===== config.mk =====
export PLATFORM = sky130hd
export DESIGN_NAME = gpio_input_conditioner
export DESIGN_NICKNAME = d
export VERILOG_FILES = /design/src/rtl/gpio_input_conditioner.sv
export SDC_FILE = /design/constraint.sdc
export NUM_CORES = 1
export LEC_CHECK = 0
export CORE_ASPECT_RATIO = 0.6
export CORE_UTILIZATION = 46
export DETAILED_ROUTE_END_ITERATION = 8
export PLACE_DENSITY = 0.84
export SYNTH_ARGS = -nofsm -noshare
export SYNTH_HDL_FRONTEND = slang
export SYNTH_SLANG_ARGS = --single-unit

===== constraint.sdc =====
create_clock -name clk -period 2.2 [get_ports clk]
set_clock_uncertainty 0.1 [all_clocks]
set_input_delay 0.22 -clock clk [delete_from_list [all_inputs] [get_ports clk]]
set_output_delay 0.22 -clock clk [all_outputs]
set_load 0.05 [all_outputs]

===== src/rtl/gpio_input_conditioner.sv =====
// Pad input conditioner: 2-flop synchronizer, optional debounce (GPIO_INPUT_DEBOUNCE_EN),
// sticky W1C edge status with rise/fall enable masks and a registered level interrupt.
module gpio_input_conditioner #(
    parameter int          N_BITS    = 32,
    parameter int          DB_CYCLES = 4,
    parameter logic [31:0] BASE_ADDR = 32'hFFFFFFF0
) (
    input  logic              clk,
    input  logic              nrst,
    input  logic [N_BITS-1:0] pad_in,
    output logic [N_BITS-1:0] io_in,
    input  logic [31:0]       data_address,
    input  logic              write_mem,
    input  logic              read_mem,
    input  logic [31:0]       data_to_write,
    output logic [31:0]       rd_data,
    output logic              rd_hit,
    output logic              irq
);

    localparam logic [31:0] RISE_ADDR = BASE_ADDR;
    localparam logic [31:0] FALL_ADDR = BASE_ADDR + 32'd4;
    localparam logic [31:0] STAT_ADDR = BASE_ADDR + 32'd8;
    // Fall status lives at bits [31:16]; it only fits when there are at most 16 pads.
    localparam int          N_FALL    = (N_BITS > 16) ? 0 : N_BITS;

    logic [N_BITS-1:0] sync1_q, sync2_q;
    logic [N_BITS-1:0] stable_q, stable_d;
    logic [N_BITS-1:0] rise_en_q, rise_en_d;
    logic [N_BITS-1:0] fall_en_q, fall_en_d;
    logic [31:0]       stat_q, stat_d;
    logic              irq_q, irq_d;
    logic [31:0]       set_vec;
    logic [31:0]       w1c;

`ifdef GPIO_INPUT_DEBOUNCE_EN
    localparam int            CW      = $clog2(DB_CYCLES);
    localparam logic [CW-1:0] CNT_MAX = CW'(DB_CYCLES - 1);

    logic [N_BITS-1:0][CW-1:0] cnt_q, cnt_d;

    always_comb begin
        stable_d = stable_q;
        cnt_d    = cnt_q;
        for (int i = 0; i < N_BITS; i++) begin
            if (sync2_q[i] == stable_q[i]) begin
                cnt_d[i] = '0;
            end else if (cnt_q[i] == CNT_MAX) begin
                stable_d[i] = sync2_q[i];
                cnt_d[i]    = '0;
            end else begin
                cnt_d[i] = cnt_q[i] + CW'(1);
            end
        end
    end

    always_ff @(posedge clk or negedge nrst) begin
        if (!nrst) begin
            cnt_q <= '0;
        end else begin
            cnt_q <= cnt_d;
        end
    end
`else
    assign stable_d = sync2_q;
`endif

    always_comb begin
        set_vec             = '0;
        set_vec[N_BITS-1:0] = stable_d & ~stable_q & rise_en_q;
        for (int i = 0; i < N_FALL; i++) begin
            set_vec[16+i] = set_vec[16+i] | (~stable_d[i] & stable_q[i] & fall_en_q[i]);
        end
    end

    always_comb begin
        w1c       = '0;
        rise_en_d = rise_en_q;
        fall_en_d = fall_en_q;
        if (write_mem) begin
            if (data_address == RISE_ADDR) rise_en_d = data_to_write[N_BITS-1:0];
            if (data_address == FALL_ADDR) fall_en_d = data_to_write[N_BITS-1:0];
            if (data_address == STAT_ADDR) w1c = data_to_write;
        end
        // Set after clear so a same-cycle event survives its own W1C.
        stat_d = (stat_q & ~w1c) | set_vec;
        irq_d  = |stat_d;
    end

    always_comb begin
        rd_data = '0;
        rd_hit  = 1'b0;
        if (read_mem) begin
            if (data_address == RISE_ADDR) begin
                rd_hit              = 1'b1;
                rd_data[N_BITS-1:0] = rise_en_q;
            end else if (data_address == FALL_ADDR) begin
                rd_hit              = 1'b1;
                rd_data[N_BITS-1:0] = fall_en_q;
            end else if (data_address == STAT_ADDR) begin
                rd_hit  = 1'b1;
                rd_data = stat_q;
            end
        end
    end

    always_ff @(posedge clk or negedge nrst) begin
        if (!nrst) begin
            sync1_q   <= '0;
            sync2_q   <= '0;
            stable_q  <= '0;
            rise_en_q <= '0;
            fall_en_q <= '0;
            stat_q    <= '0;
            irq_q     <= 1'b0;
        end else begin
            sync1_q   <= pad_in;
            sync2_q   <= sync1_q;
            stable_q  <= stable_d;
            rise_en_q <= rise_en_d;
            fall_en_q <= fall_en_d;
            stat_q    <= stat_d;
            irq_q     <= irq_d;
        end
    end

    assign io_in = stable_q;
    assign irq   = irq_q;

endmodule


==> results of run 1 <==
[metrics by stage]
stage / hold slack, ns / setup slack [ns] / area (µm²) / instances / setup TNS, ns
floorplan: -0.176 / -0.0411 / 7760 / 579 / -0.135
global placement: 0.0912 / -0.615 / 10200 / 957 / -46.09
detailed placement: 0.0997 / -0.731 / 10200 / 957 / -49.15
CTS: 0.118 / -0.283 / 11200 / 1005 / -3.59
global route: 0.110 / -0.388 / 11300 / 1005 / -7.48
finish: 0.130 / -0.326 / 11300 / 1005 / -4.21
[worst max-delay path, stage by stage]
cell and delay, ns:
buf_6 0.09, nand4b_1 0.21, nor4_4 0.30, buf_4 0.19, nand2_4 0.05, or2_4 0.26, buf_12 0.14, buf_16 0.14
buf_6 0.11, o311a_4 0.32, buf_12 0.15
[sequential cells by signal, indices dropped and copies added, names as in the netlist]
signal / flops
sync1_q: 32
stable_d: 32
irq: 1
io_in: 32
rise_en_q: 32
stat_q: 32
fall_en_q: 32
[cells in the mapped netlist (all sizes together)]
library cell / n / area, µm²
dfrtp: 193 / 4830
mux2: 64 / 833
nor2: 34 / 135
nand3b: 32 / 240
nand2: 30 / 118
o21ai: 28 / 140
nand4: 27 / 169
inv: 25 / 93.8
a2bb2oi: 21 / 184
buf: 19 / 125
a21oi: 18 / 90.1
mux2i: 16 / 160
clkbuf: 14 / 52.6
nor2b: 14 / 87.6
nand3: 13 / 70.1
o311a: 13 / 130
nor4: 9 / 77.6
nand4b: 3 / 41.3
a221oi: 2 / 17.5
and3: 1 / 6.26
o31ai: 1 / 7.51
or2: 1 / 6.26
or4: 1 / 7.51
[cell families after synthesis]
kind of cell	synth area share
flops	0.634
simple gates	0.126
compound gates	0.0747
mux	0.130
buf+inv	0.0356
[layer usage]
| metal | routed length (µm) | share of wire | vias up |
|---|---|---|---|
| met4 | 212 | 0.0099 | 0 |
| met5 | 0 | 0 | - |
| met2 | 9810 | 0.46 | 247 |
| li1 | - | - | 2483 |
| met1 | 9690 | 0.45 | 2897 |
| met3 | 1650 | 0.077 | 22 |
[power by group through the flow]
stage               clock (W)  combinational (W)  sequential (W)
floorplan                   0          0.0000986         0.00384
global placement            0           0.000593         0.00374
detailed placement          0           0.000604         0.00375
CTS                   0.00304           0.000600         0.00368
global route          0.00320           0.000639         0.00369
finish                0.00300           0.000600         0.00368
[final timing paths]
check,to,cells after the start,slack [ns],startpoint
max,rd_data[22],11,-0.33,data_address[0]
min,sync1_q[26],1,0.13,pad_in[26]
max reg2reg,irq,6,0.24,rise_en_q[18]
min reg2reg,stable_d[20],0,0.25,sync1_q[20]
max in group asynchronous,rise_en_q[11],3,1.14,nrst
min in group asynchronous,sync1_q[1],2,0.22,nrst
[final cells by class]
class | count | area, µm² | share of cell area
Tap cell | 209 | 262 | 0.0232
Multi-Input combinational cell | 328 | 2900 | 0.258
Inverter | 25 | 93.8 | 0.00834
Sequential cell | 193 | 4830 | 0.429
Timing Repair Buffer | 218 | 2580 | 0.230
Clock inverter | 14 | 148 | 0.0131
Clock buffer | 18 | 429 | 0.0381
[repair_timing]
| action | CTS | global route |
|---|---|---|
| endpoints found under the setup margin | 98 | 59 |
| hold buffers | 1 | 0 |
| pin swaps | 24 | 6 |
| setup buffers | 12 | 0 |
| hold endpoints to repair | 47 | 0 |
| cloned | 4 | 0 |
| resized for setup | 106 | 21 |
==> impl_metrics.yaml, run 1 <==
min_path:
  hold_class: "in -> reg"
drt:
  drt_iter0_markers: 433
  via_per_inst: 5.62
  drt_wl_total_um: 21400
  vias: 5649
  wire_per_inst_um: 21.2
  dr.pass1.iters: 5
  post-route-drc-count: 0
  ant_nets: 0
sta:
  layout_min_cycle_time_ns: 2.53
  setup_ws_ns: -0.326
  fmax_ghz: 0.396
  setup_viol: 29
  slew_viol_final: 0
  rsz0062_at_grt: "yes"
  hold_viol_final: 0
  worstMarginPinSlew_ns: 0.777
  slew_headroom: 0.482
  period_share: 1.15
floorplanning:
  pin_count: 166
  start_util: 0.470
  dieArea_um2: 17100
  fp-row-count: 36
  die_w_um: 168
  design.core.area_um2: 16200
  die_h_um: 102
clocking:
  clkTransAtPathRegs_ns: 0.08
  clockRootBuffer: "clkbuf_16"
  cts_tree: "built"
  cts.sinks: 193
  htreeDepth: 4
  clock_latency_ns: 0.42
  clockBufferDepth: 2
  cts_inserted_buffers: 17
global_routing:
  grt_usage: 0.262
  use_met1: 0.365
  grt.overflow.total: 0
  antenna_found_initial: 0
  gr-usage-met3: 0.0680
  met2_usage: 0.409
  top_usage_layer: "met2"
  grt_pass1_vias: 5998
  grt_pass1_wl_um: 33500
  grt_start_max_net_pins: 55
cells_and_area:
  syn_to_final_growth_pct: 47.6
  fin_util: 0.694
  fill_cells: 1065
  fin_nets: 883
  final_cell_mix: "dfrtp_1, clkdlybuf4s50_1, buf_12"
  drive_above_1_share: 0.314
  n_antenna_cell: 0
  mostFrequentLayoutCell: "dfrtp_1"
yosys:
  syn_area_um2: 7620
  yosysWarnings: 0
  ys_ff_latch: 193
  synth.avg_cell_area_um2: 13.2
  syn_nets: 679
  synthCells: 579
  synth-seq-area-share: 0.634
  ys_types: 32
power:
  combPwrFrac: 0.082
  power.total_w: 0.00727
  clockPowerShare: 0.412
  swShare: 0.256
  p_int_w: 0.00541
  power_leakage_nw: 4.98
  switchingPower_w: 0.00186
  p_per_area_nw_per_um2: 646
  seqPwrFrac: 0.506
  ir_drop_mv: 0.523
setup_path:
  crit_fanout: 5
  setup.worst_path.class: "in -> out"
  required_ns: 1.88
  crit_arrival_ns: 2.21
  start_kind: "input pin"
  end_kind: "primary output"
placed_design:
  hpwl_um: 14100
  globalplace.congestion: 0.880
  io_buffers: 165
flow_run:
  maxCapViolCount: 0
outcome:
  status: "complete, but fails checks"
  violations: "setup timing"
No activity file was read; power rests on OpenSTA's default activity.
==> run 2: changes to the inputs <==
- HOLD_SLACK_MARGIN: unset -> 0.08
==> results of run 2 <==
Same layout as run 1: the final DEF is identical, and so are final timing and power.
==> run 3: changes to the inputs <==
- CORE_UTILIZATION: 46 -> 51
- PLACE_DENSITY: 0.84 -> 0.9
==> run 3 against run 2 <==
Net effect: the run still ends with setup timing left; core utilization is 6.6 points higher; final area is 1.7% lower; global-route usage is 3.5 points higher; die area is 9.7% lower; final cell count is 1.9% lower; sequential power hardly changed; non-clock buffer count is 9 lower; flip-flop and latch count stayed put; wire length is 6.3% higher; first-iteration DRC count is 16% lower; critical path depth is 2 lower; critical endpoint is now rd_data[30].
==> impl_metrics.yaml, run 3 (synthesis results as in run 1) <==
cells_and_area:
  stdcell_count: 986
  final_cell_mix: "dfrtp_1, clkdlybuf4s50_1, buf_12"
  drive_above_1_share: 0.316
  syn_to_final_growth_pct: 45.0
  mostFrequentLayoutCell: "dfrtp_1"
  fin_nets: 874
  fill_cells: 816
power:
  switchingPower_w: 0.00190
  swShare: 0.251
  power_leakage_nw: 4.90
  p_per_area_nw_per_um2: 682
  p_int_w: 0.00565
  combPwrFrac: 0.080
  power.total_w: 0.00754
  seqPwrFrac: 0.488
  clockPowerShare: 0.432
  ir_drop_mv: 0.440
min_path:
  hold_path_depth: 1
  hp-start: "pad_in[14]"
  hold_class: "in -> reg"
  hold_end: "sync1_q[14]"
clocking:
  htreeDepth: 4
  clkTransAtPathRegs_ns: 0.08
  clockBufferDepth: 2
  cts_tree: "built"
  clock_latency_ns: 0.43
  cts_inserted_buffers: 17
  cts.sinks: 193
  clockRootBuffer: "clkbuf_16"
floorplanning:
  design.core.area_um2: 14500
  pin_count: 166
  die_w_um: 160
  dieArea_um2: 15500
  start_util: 0.524
  die_h_um: 96.7
  fp-row-count: 34
setup_path:
  reg2reg_from: "rise_en_q[25]"
  cp_slowest_cell: "nor4_4"
  worstPathCellList: "clkdlybuf4s15_1 -> nand4_1 -> nor4_4 -> buf_4 -> and3_4 -> buf_4 -> nand2_1 -> a221oi_4 -> buf_12"
  required_ns: 1.88
  setup.worst_path.class: "in -> out"
  max_stage_delay_ns: 0.37
  reg2reg_slack_ns: 0.25
  end_kind: "primary output"
  ff2ff_path_depth: 6
  r2r-end: "irq"
  crit_arrival_ns: 2.08
  crit_fanout: 3
  start_kind: "input pin"
  cp_common_cell: "buf_4"
drt:
  wire_per_inst_um: 23.0
  met1Wirelength_um: 9360
  via_per_inst: 5.98
  vias: 5893
  drt_wl_total_um: 22700
  dr.pass1.iters: 5
  highest_layer: "met5"
  wl_met3_um: 1930
  wl_met2_um: 10700
  ant_nets: 0
  post-route-drc-count: 0
  drt_iter0_markers: 365
outcome:
  status: "complete, but fails checks"
  violations: "setup timing"
sta:
  fmax_ghz: 0.417
  period_share: 1.09
  layout_min_cycle_time_ns: 2.40
  setup_ws_ns: -0.197
  worstMarginPinSlew_ns: 0.565
  rsz0062_at_grt: "yes"
  setup_viol: 16
  hold_viol_final: 0
  slew_headroom: 0.624
  slew_viol_final: 0
global_routing:
  grt_pass1_wl_um: 34800
  grt_start_max_net_pins: 64
  grt_usage: 0.297
  grt.overflow.total: 0
  grt_pass1_vias: 6271
  antenna_found_initial: 2
placed_design:
  post-place-cells: 944
  io_buffers: 165
  hpwl_um: 14800
  globalplace.congestion: 0.853
flow_run:
  maxCapViolCount: 0
## run 3: cell count changes in the layout (fill, tap and decap cells not counted), moves of 3 or more
cell / change
buf_4: +5
dlygate4sd2_1: -5
buf_12: -4
nor2_2: +4
nor2_4: -4
o311a_4: -4
buf_16: -3
nand2_2: +3
## run 3: how the worst max path moves through the flow
stage	from	end	slack (ns)	cells after the start
CTS	data_address[13]	rd_data[30]	-0.14	10
finish	data_address[23]	rd_data[30]	-0.20	9
global placement	data_address[7]	irq	-0.66	10
detailed placement	data_address[13]	irq	-0.76	11
floorplan	data_address[1]	rd_data[11]	-0.04	7
global route	data_address[23]	rd_data[30]	-0.28	9
## run 3: critical path: cells and delay by family
family / cells / cell delay (ns)
AND/OR/NAND/NOR: 4 / 0.85
AO/OA/AOI/OAI: 1 / 0.34
buffers and inverters: 4 / 0.66
## run 3: power by group through the flow
stage	clock network, W	logic (W)	registers (W)
4_1_cts	0.00329	0.000598	0.00368
6_report	0.00326	0.000606	0.00368
3_3_place_gp	0	0.000587	0.00374
2_1_floorplan	0	0.0000986	0.00384
5_1_grt	0.00344	0.000639	0.00369
3_5_place_dp	0	0.000601	0.00375
## run 3: per-layer routing
layer	track usage	up-vias
met2	0.472	368
met4	0.121	2
met5	0	-
met3	0.0823	68
li1	-	2465
met1	0.389	2990
## run 3: metrics by stage
stage,utilization,setup WS [ns],hold WS (ns),cell area [µm²],setup TNS [ns]
global route,0.760,-0.282,0.101,11100,-4.26
detailed placement,0.699,-0.761,0.162,10200,-46.00
floorplan,-,-0.0411,-0.176,7760,-0.135
global placement,0.699,-0.655,0.144,10200,-40.55
finish,0.760,-0.197,0.117,11100,-2.62
CTS,0.752,-0.137,0.109,10900,-1.72
## run 3: layout make-up
| class | count | area (µm²) | share of cell area |
|---|---|---|---|
| well taps | 198 | 248 | 0.0224 |
| clock buffers | 17 | 425 | 0.0385 |
| multi-input cells | 328 | 2870 | 0.259 |
| repair buffers | 209 | 2380 | 0.215 |
| clock inverters | 15 | 210 | 0.0190 |
| inverters | 25 | 93.8 | 0.00849 |
| diodes | 1 | 2.50 | 0.000226 |
| flip-flops and latches | 193 | 4830 | 0.437 |
## run 3: timing repair
action                                  4_1_cts  5_1_grt
hold endpoints to repair                     58        0
gates cloned                                  1        1
gates resized for setup                     102       28
buffers inserted                              6        0
endpoints found under the setup margin       98       22
pin swaps                                    21       17
hold buffers                                  1        0
